==> config.mk <==
export PLATFORM = sky130hd
export DESIGN_NAME = minterm_lut
export DESIGN_NICKNAME = d
export VERILOG_FILES = /design/src/rtl/minterm_pkg.sv /design/src/rtl/minterm_table.sv /design/src/rtl/minterm_lut.sv
export SDC_FILE = /design/constraint.sdc
export NUM_CORES = 1
export LEC_CHECK = 0
export BUFFER_PORTS_ARGS = -buffer_cell sky130_fd_sc_hd__buf_2
export CAP_MARGIN = 20
export CORE_UTILIZATION = 50
export DETAILED_ROUTE_END_ITERATION = 8
export GPL_ROUTABILITY_DRIVEN = 0
export PLACE_DENSITY_LB_ADDON = 0.3
export REMOVE_ABC_BUFFERS = 1
export SYNTH_ARGS = -nofsm -noshare
export SYNTH_HDL_FRONTEND = slang
export SYNTH_HIERARCHICAL = 1
export SYNTH_SLANG_ARGS = --single-unit
==> constraint.sdc <==
create_clock -name clk -period 5.45 [get_ports clk]
set_clock_uncertainty 0.1 [all_clocks]
set_input_delay 0 -clock clk [delete_from_list [all_inputs] [get_ports clk]]
set_output_delay 0 -clock clk [all_outputs]
set_load 0.01 [all_outputs]
==> src/rtl/minterm_pkg.sv <==
// Shared types and helpers for the programmable sum-of-minterms unit.
package minterm_pkg;

   typedef enum logic [1:0] {
      IDLE  = 2'd0,
      SWEEP = 2'd1,
      DONE  = 2'd2
   } state_e;

   localparam int MAX_D    = 256;
   localparam int MAX_BITS = 1024;

   // Column of the flat INIT vector that belongs to output o (bit m = minterm m).
   function automatic logic [MAX_D-1:0] init_col(input logic [MAX_BITS-1:0] init,
                                                 input int d, input int o);
      logic [MAX_D-1:0] col;
      col = '0;
      for (int m = 0; m < d; m++) begin
         col[m] = init[o*d+m];
      end
      return col;
   endfunction

endpackage

==> src/rtl/minterm_table.sv <==
// D x N_OUT truth-table storage: async INIT load, one write port, combinational read.
module minterm_table
   import minterm_pkg::*;
#(
   parameter int                         N_IN  = 4,
   parameter int                         N_OUT = 1,
   parameter logic [N_OUT*(2**N_IN)-1:0] INIT  = '0
) (
   input  logic             clk_i,
   input  logic             rst_ni,
   input  logic             we_i,
   input  logic [N_IN-1:0]  waddr_i,
   input  logic [N_OUT-1:0] wdata_i,
   input  logic [N_IN-1:0]  raddr_i,
   output logic [N_OUT-1:0] rdata_o
);

   localparam int                    D        = 2**N_IN;
   localparam logic [MAX_BITS-1:0]   INIT_EXT = MAX_BITS'(INIT);

   for (genvar o = 0; o < N_OUT; o++) begin : g_col
      localparam logic [MAX_D-1:0] COL = init_col(INIT_EXT, D, o);
      logic [D-1:0] col_q;

      always_ff @(posedge clk_i or negedge rst_ni) begin
         if (!rst_ni) begin
            col_q <= COL[D-1:0];
         end else if (we_i) begin
            col_q[waddr_i] <= wdata_i[o];
         end
      end

      assign rdata_o[o] = col_q[raddr_i];
   end

endmodule

==> src/rtl/minterm_lut.sv <==
// Programmable N_IN-in / N_OUT-out sum-of-minterms unit with single evaluate and
// full-table sweep; reset table reproduces sum m(4,5,6,7,11,12,13).
module minterm_lut
   import minterm_pkg::*;
#(
   parameter int                         N_IN  = 4,
   parameter int                         N_OUT = 1,
   parameter logic [N_OUT*(2**N_IN)-1:0] INIT  = 'h38F0
) (
   input  logic             clk,
   input  logic             rst_n,
   input  logic             cfg_we,
   input  logic [N_IN-1:0]  cfg_addr,
   input  logic [N_OUT-1:0] cfg_data,
   output logic             cfg_err,
   input  logic             eval_valid,
   input  logic [N_IN-1:0]  eval_in,
   output logic             eval_ready,
   input  logic             sweep_start,
   output logic             sweep_busy,
   output logic             sweep_done,
   output logic [N_IN:0]    sweep_ones,
   output logic             out_valid,
   output logic [N_IN-1:0]  out_idx,
   output logic [N_OUT-1:0] out_y
);

   localparam int              D        = 2**N_IN;
   localparam logic [N_IN-1:0] IDX_LAST = N_IN'(D-1);

   state_e            state_q;
   logic [N_IN-1:0]   idx_q;
   logic              last_q;
   logic              busy_q;
   logic              done_q;
   logic              cfg_err_q;
   logic [N_IN:0]     ones_q;
   logic [N_IN:0]     ones_d;
   logic              out_valid_q;
   logic [N_IN-1:0]   out_idx_q;
   logic [N_OUT-1:0]  out_y_q;

   logic              in_idle;
   logic              eval_fire;
   logic              sweep_fire;
   logic              wr_en;
   logic [N_IN-1:0]   rd_addr;
   logic [N_OUT-1:0]  rd_data;

   assign in_idle    = (state_q == IDLE);
   assign eval_fire  = in_idle && eval_valid;
   // last_q marks the drain cycle after index D-1 has been issued; nothing is read then.
   assign sweep_fire = (state_q == SWEEP) && !last_q;
   assign wr_en      = in_idle && cfg_we;
   assign rd_addr    = (state_q == SWEEP) ? idx_q : eval_in;
   assign ones_d     = ones_q + (N_IN+1)'(rd_data[0]);

   minterm_table #(
      .N_IN  (N_IN),
      .N_OUT (N_OUT),
      .INIT  (INIT)
   ) u_table (
      .clk_i   (clk),
      .rst_ni  (rst_n),
      .we_i    (wr_en),
      .waddr_i (cfg_addr),
      .wdata_i (cfg_data),
      .raddr_i (rd_addr),
      .rdata_o (rd_data)
   );

   always_ff @(posedge clk or negedge rst_n) begin
      if (!rst_n) begin
         state_q     <= IDLE;
         idx_q       <= '0;
         last_q      <= 1'b0;
         busy_q      <= 1'b0;
         done_q      <= 1'b0;
         cfg_err_q   <= 1'b0;
         ones_q      <= '0;
         out_valid_q <= 1'b0;
         out_idx_q   <= '0;
         out_y_q     <= '0;
      end else begin
         out_valid_q <= eval_fire || sweep_fire;
         if (eval_fire || sweep_fire) begin
            out_y_q   <= rd_data;
            out_idx_q <= rd_addr;
         end
         cfg_err_q <= cfg_we && !in_idle;
         done_q    <= 1'b0;

         unique case (state_q)
            IDLE: begin
               if (sweep_start) begin
                  state_q <= SWEEP;
                  idx_q   <= '0;
                  last_q  <= 1'b0;
                  ones_q  <= '0;
                  busy_q  <= 1'b1;
               end
            end
            SWEEP: begin
               if (last_q) begin
                  state_q <= DONE;
                  done_q  <= 1'b1;
               end else begin
                  ones_q <= ones_d;
                  if (idx_q == IDX_LAST) begin
                     last_q <= 1'b1;
                  end else begin
                     idx_q <= idx_q + N_IN'(1);
                  end
               end
            end
            DONE: begin
               state_q <= IDLE;
               busy_q  <= 1'b0;
            end
            default: state_q <= IDLE;
         endcase
      end
   end

   assign eval_ready = in_idle;
   assign sweep_busy = busy_q;
   assign sweep_done = done_q;
   assign sweep_ones = ones_q;
   assign cfg_err    = cfg_err_q;
   assign out_valid  = out_valid_q;
   assign out_idx    = out_idx_q;
   assign out_y      = out_y_q;

endmodule

* After elaboration in Yosys (flattened, before gate mapping) *
Index checks and enable logic that the tools add are counted.

storage, ports and cells
  output and inout bits = 15
  logic and storage cells = 63
  input bits = 14
  register bits = 37

operators by class
  $lt $le $gt $ge = 3
  muxes and demuxes = 24
  $add $sub $neg = 2
  reduce and logical (&&, ||, !) cells = 16
  equality and inequality tests = 7

operators by type and width
  cell                                                                    number
  16-bit bitwise mux                                                      1
  4-bit 2-to-1 mux                                                        4
  4-bit by 5-bit < comparator with 1-bit output (second input constant)   2
  5-bit 2-to-1 mux                                                        2
  5-bit one-hot mux with 2 select lines                                   1
  1-bit 2-to-1 mux                                                        8
  2-bit != test (second input constant)                                   4
  4-bit one-hot mux with 2 select lines                                   1
  2-bit AND reduction                                                     3
  5-bit by 1-bit adder with 5-bit output                                  1
  1-bit logical AND                                                       5
  4-bit by 1-bit adder with 4-bit output (second input constant)          1
  1-bit binary-select mux with 4-bit select                               1
  1-bit demux with 4-bit select                                           1
  4-bit == test (second input constant)                                   1
  4-bit by 1-bit >= comparator with 1-bit output (second input constant)  1
  2-bit 2-to-1 mux                                                        2
  1-bit one-hot mux with 2 select lines                                   2
  2-bit one-hot mux with 2 select lines                                   1
  4-bit AND reduction                                                     1
  2-bit nonzero test                                                      2
  3-bit AND reduction                                                     1
  2-bit by 1-bit == test with 1-bit output (second input constant)        1
  2-bit == test (second input constant)                                   1
  3 further kinds                                                         4

* Depth between registers and ports, before layout *
  depth in word-level cells = 7
  gate-level depth with buffers = 12
  mapped depth without buffers = 10

* Cells and area by module *
Netlist, hierarchy kept.

modules (own cells, without submodules)
  module         cells an instance  times used  area an instance (um^2)  seq. area each (um^2)
  minterm_lut    82                 1           1021.0                   525.5
  minterm_table  65                 1           870.8                    409.1

* Least setup slack after synthesis *
Ideal clock, no wire load.

  path kind = register to register
  start point = reg state_q[1]
  end point = reg ones_q[2], in the netlist sweep_ones[2]
  library setup time = 0.135 ns
  cell stages (with the launch flop) = 13
  clock period less this slack = 2.599 ns
  arrival = 2.364 ns
  required time = 5.215 ns
  buffers on the path = 2
  slack = 2.851 ns
  cells stage by stage = dfrtp_1 -> buf_6 -> nand2b_4 -> buf_6 -> mux2_4 -> mux4_1 -> mux2i_1 -> mux2i_1 -> ha_1 -> ha_1 -> nand2_1 -> xor2_1 -> a21oi_1

on the way
  cells in the longest elaborated chain, start to end = 7
  elaborated cells on any way between the ends = 12
  those cells by class = add/sub (1); eq/ne (3); mux (5); reduce/logical (3)

RTL lines
  item                                       line                 text
  from (decl)                                minterm_lut.sv:31    state_e state_q;
  from (signal assigned)                     minterm_lut.sv:74    state_q <= IDLE;
  from (signal assigned)                     minterm_lut.sv:96    state_q <= SWEEP;
  from (signal assigned)                     minterm_lut.sv:105   state_q <= DONE;
  2-bit by 1-bit == test with 1-bit output   minterm_lut.sv:55    assign rd_addr = (state_q == SWEEP) ? idx_q : eval_in;
  4-bit 2-to-1 mux                           minterm_lut.sv:55
  named net rd_addr[0]                       minterm_lut.sv:47    logic [N_IN-1:0] rd_addr;
  1-bit binary-select mux with 4-bit select  minterm_table.sv:33  assign rdata_o[o] = col_q[raddr_i];
  1-bit 2-to-1 mux (not written as such)     minterm_table.sv:33
  named net rd_data                          minterm_lut.sv:48    logic [N_OUT-1:0] rd_data;
  5-bit by 1-bit adder with 5-bit output     minterm_lut.sv:56    assign ones_d = ones_q + (N_IN+1)'(rd_data[0]);
  5-bit 2-to-1 mux                           minterm_lut.sv:104   if (last_q) begin
  5-bit one-hot mux with 2 select lines      minterm_lut.sv:93    unique case (state_q)
  to (signal assigned)                       minterm_lut.sv:108   ones_q <= ones_d;
  to (decl)                                  minterm_lut.sv:37    logic [N_IN:0] ones_q;

The timed path passes the listed nets, and every way through them passes these cells. The select of a mux whose other input is x is not followed.
A chain may end at the register's enable or synchronous reset.

* Final worst setup path *
Same ends and word-level chain as after synthesis.

==> flow_summary_export.csv <==
group,metric,value,unit
yosys,synth.avg_cell_area,12.9,µm²
global_route,antenna_found_initial,0,
power,p_int,0.752,mW
global_route,grt_pass1_wl,6.21,mm
yosys,netlist_area,1890,µm²
floorplanning,dieWidth,63.5,µm
power,comb_power_share,0.426,
cts,clk_pin_slew_worst_paths,70,ps
final_layout,drive_above_1_share,0.408,
run,max-cap-violations,0,
worst_setup_path,rr_startpoint,"state_q[1]",
worst_hold_path,min_from,"eval_in[2]",
power,seq_power_share,0.393,
worst_setup_path,path_class,"reg2reg",
worst_setup_path,cp-end-kind,"register",
yosys,synthCells,147,
yosys,ys.warnings.count,6,
routing,drc,0,
final_layout,diodes,0,
sta,rsz0062_at_grt,"false",
global_route,grt_use_total,0.206,
floorplanning,start_util,0.545,
cts,cts_sinks,37,
yosys,synth_area_leaders,"dfrtp_1 (40%), mux2_2 (10%), dfstp_2 (9.7%)",
cts,postCtsSetupRepairBufs,0,
routing,dr_total_vias,1317,
sta,layout_min_cycle_time,2870,ps
global_route,grt-ovfl-total,0,
routing,first_pass_iters,4,
power,power,1.15,mW
final_layout,layout_common_cells,"dfrtp_1 (30), buf_2 (28), mux2_2 (17)",
global_route,grt_max_degree,38,
yosys,ys_seq_area_frac,0.494,
sta,worst_slew_pin_slew,792,ps
worst_setup_path,cp_data_arrival_time,2930,ps
outcome,outcome,"finished, final reports clean",
placed_design,portBuffers,28,
worst_hold_path,hold_path_class,"in2reg",
yosys,synth.ff_latch_count,37,
yosys,synth_cell_types,33,
power,clkPwrFrac,0.182,
cts,cts_resized,0,
routing,routed_wl,3.72,mm
sta,hold_viol,0,
floorplanning,die_area,4030,µm²
worst_setup_path,cp_max_fo,8,
routing,dr.first_iter.drc_count,53,
sta,setup_viol,0,
cts,max-clock-path-buffers,2,
routing,avgViaCountPerCell,5.73,
sta,finalCritPeriodShare,0.526,
placed_design,hpwl,2.72,mm
final_layout,nets,200,
global_route,grt_pass1_vias,1318,
cts,htree_levels,2,
worst_setup_path,cpPeakStageDelay,550,ps
floorplanning,core.rowCount,21,
power,p_per_area,523,nW/µm²
routing,antenna_left,0,
floorplanning,die_h,63.5,µm
power,vdd_drop_max,0.214,mV
final_layout,area_growth_syn_to_layout,16.5,%
worst_setup_path,startpoint_type,"register",
cts,clock_latency,290,ps
sta,maxSlewHeadroom,0.472,
power,leakagePower,1.03,nW
sta,final.setup.tns,0,ps
worst_setup_path,crit_path_start,"state_q[1]",
worst_setup_path,crit_required,5510,ps
cts,cts_buffers,5,
power,swShare,0.348,
worst_setup_path,cpMaxStageDelayCell,"dfrtp_1",
sta,finalMaxSlewViolations,0,
final_layout,layout_commonest_cell,"dfrtp_1",
worst_setup_path,crit_chain,"nand2b_4 > mux2_4 > mux4_1 > mux2i_1 > mux2i_1 > ha_1 > ha_1 > nand2_1 > xor2_1 > a21oi_1",
cts,cts-root-buf,"clkbuf_8",
routing,post_drt_wl_per_cell,16.2,µm
cts,cts_tree,"built",
yosys,synth.largest_area_cell,"dfrtp_1",
yosys,synth.top_cell.area_share,0.397,
floorplanning,core_area,3470,µm²
power,p_sw,0.402,mW
floorplanning,top_level_ports,29,
sta,max_freq,0.349,GHz
power groups by stage:
stage | logic (mW) | clock network [mW] | registers [mW]
6_report | 0.491 | 0.210 | 0.453
5_1_grt | 0.529 | 0.229 | 0.466
4_1_cts | 0.494 | 0.214 | 0.453
3_5_place_dp | 0.491 | 0 | 0.457
3_3_place_gp | 0.466 | 0 | 0.450
2_1_floorplan | 0.358 | 0 | 0.450
worst paths after layout:
check                                end  cells after the start  slack (ps)
max                        sweep_ones[2]                     10        2580
min                           out_idx[2]                      3          10
max reg2reg                sweep_ones[2]                     10        2580
min reg2reg                sweep_ones[4]                      1         390
max in group asynchronous  sweep_ones[4]                      2        4520
min in group asynchronous     sweep_done                      2         220
layer usage:
layer / global-route usage / routed length (µm) / share of wire / up-vias
li1: - / - / - / 610
met1: 0.257 / 1640 / 0.44 / 669
met2: 0.327 / 1850 / 0.50 / 28
met3: 0.0525 / 146 / 0.039 / 10
met4: 0.108 / 80 / 0.021 / 0
met5: 0 / 0 / 0 / -
metrics by stage:
step / util / area, µm² / cells / hold WS (ps) / worst slack [ps]
after floorplan: - / 1870 / 144 / -396 / 2840
after global placement: 0.595 / 2060 / 218 / 18.7 / 2730
after detailed placement: 0.595 / 2060 / 218 / 33.2 / 2600
after CTS: 0.636 / 2200 / 230 / 2.52 / 2590
after global routing: 0.636 / 2200 / 230 / 0.0305 / 2430
final: 0.636 / 2200 / 230 / 10.9 / 2580
cells in the mapped netlist (all sizes together):
| master | instances |
|---|---|
| a22o | 1 |
| xor2 | 1 |
| o21a | 1 |
| mux2 | 26 |
| buf | 2 |
| nor2b | 1 |
| nand2 | 5 |
| nor2 | 13 |
| inv | 3 |
| and2 | 3 |
| o31ai | 1 |
| o21ai | 6 |
| mux4 | 4 |
| ha | 3 |
| nand4 | 2 |
| nor3 | 1 |
| nor3b | 3 |
| nand3 | 9 |
| mux2i | 3 |
| a21oi | 7 |
| nand3b | 6 |
| dfstp | 7 |
| o21ba | 1 |
| clkbuf | 1 |
| a41oi | 1 |
| dfrtp | 30 |
| nand2b | 6 |
critical path: cells and delay by family, from the launching register on:
kind	cells	cell delay, ps
flip-flops	1	550
AO/OA/AOI/OAI	1	60
XOR/XNOR	1	170
adder cells (fa/ha/maj)	2	420
AND/OR/NAND/NOR	2	350
multiplexers	4	1090
cells by family after synthesis:
group                      synth area share
muxes                                 0.242
adders and majority gates            0.0198
buffers and inverters                0.0198
xor gates and xnor gates            0.00463
and+or+nand+nor                       0.151
AOI/OAI and AO/OA                    0.0688
DFF                                   0.494
layout make-up:
class,count,area (µm²)
flip-flops and latches,37,935
fillers,296,1260
multi-input cells,104,920
inverters,3,11.3
clock buffers,7,96.3
well taps,46,57.6
clock inverters,1,5.00
repair buffers,32,180
state kept, by name, indices dropped and copies added (netlist names):
name                 flops
u_table/g_col.col_q     16
last_q                   1
sweep_ones               5
idx_q                    4
sweep_busy               1
state_q                  2
out_valid                1
cfg_err                  1
out_idx                  4
sweep_done               1
out_y                    1
repair_timing:
item | in CTS | in global routing
hold buffers | 4 | 0
endpoints found under the setup margin | 0 | 0
endpoints found under the hold margin | 36 | 0
(Power assumes the default switching activity.)
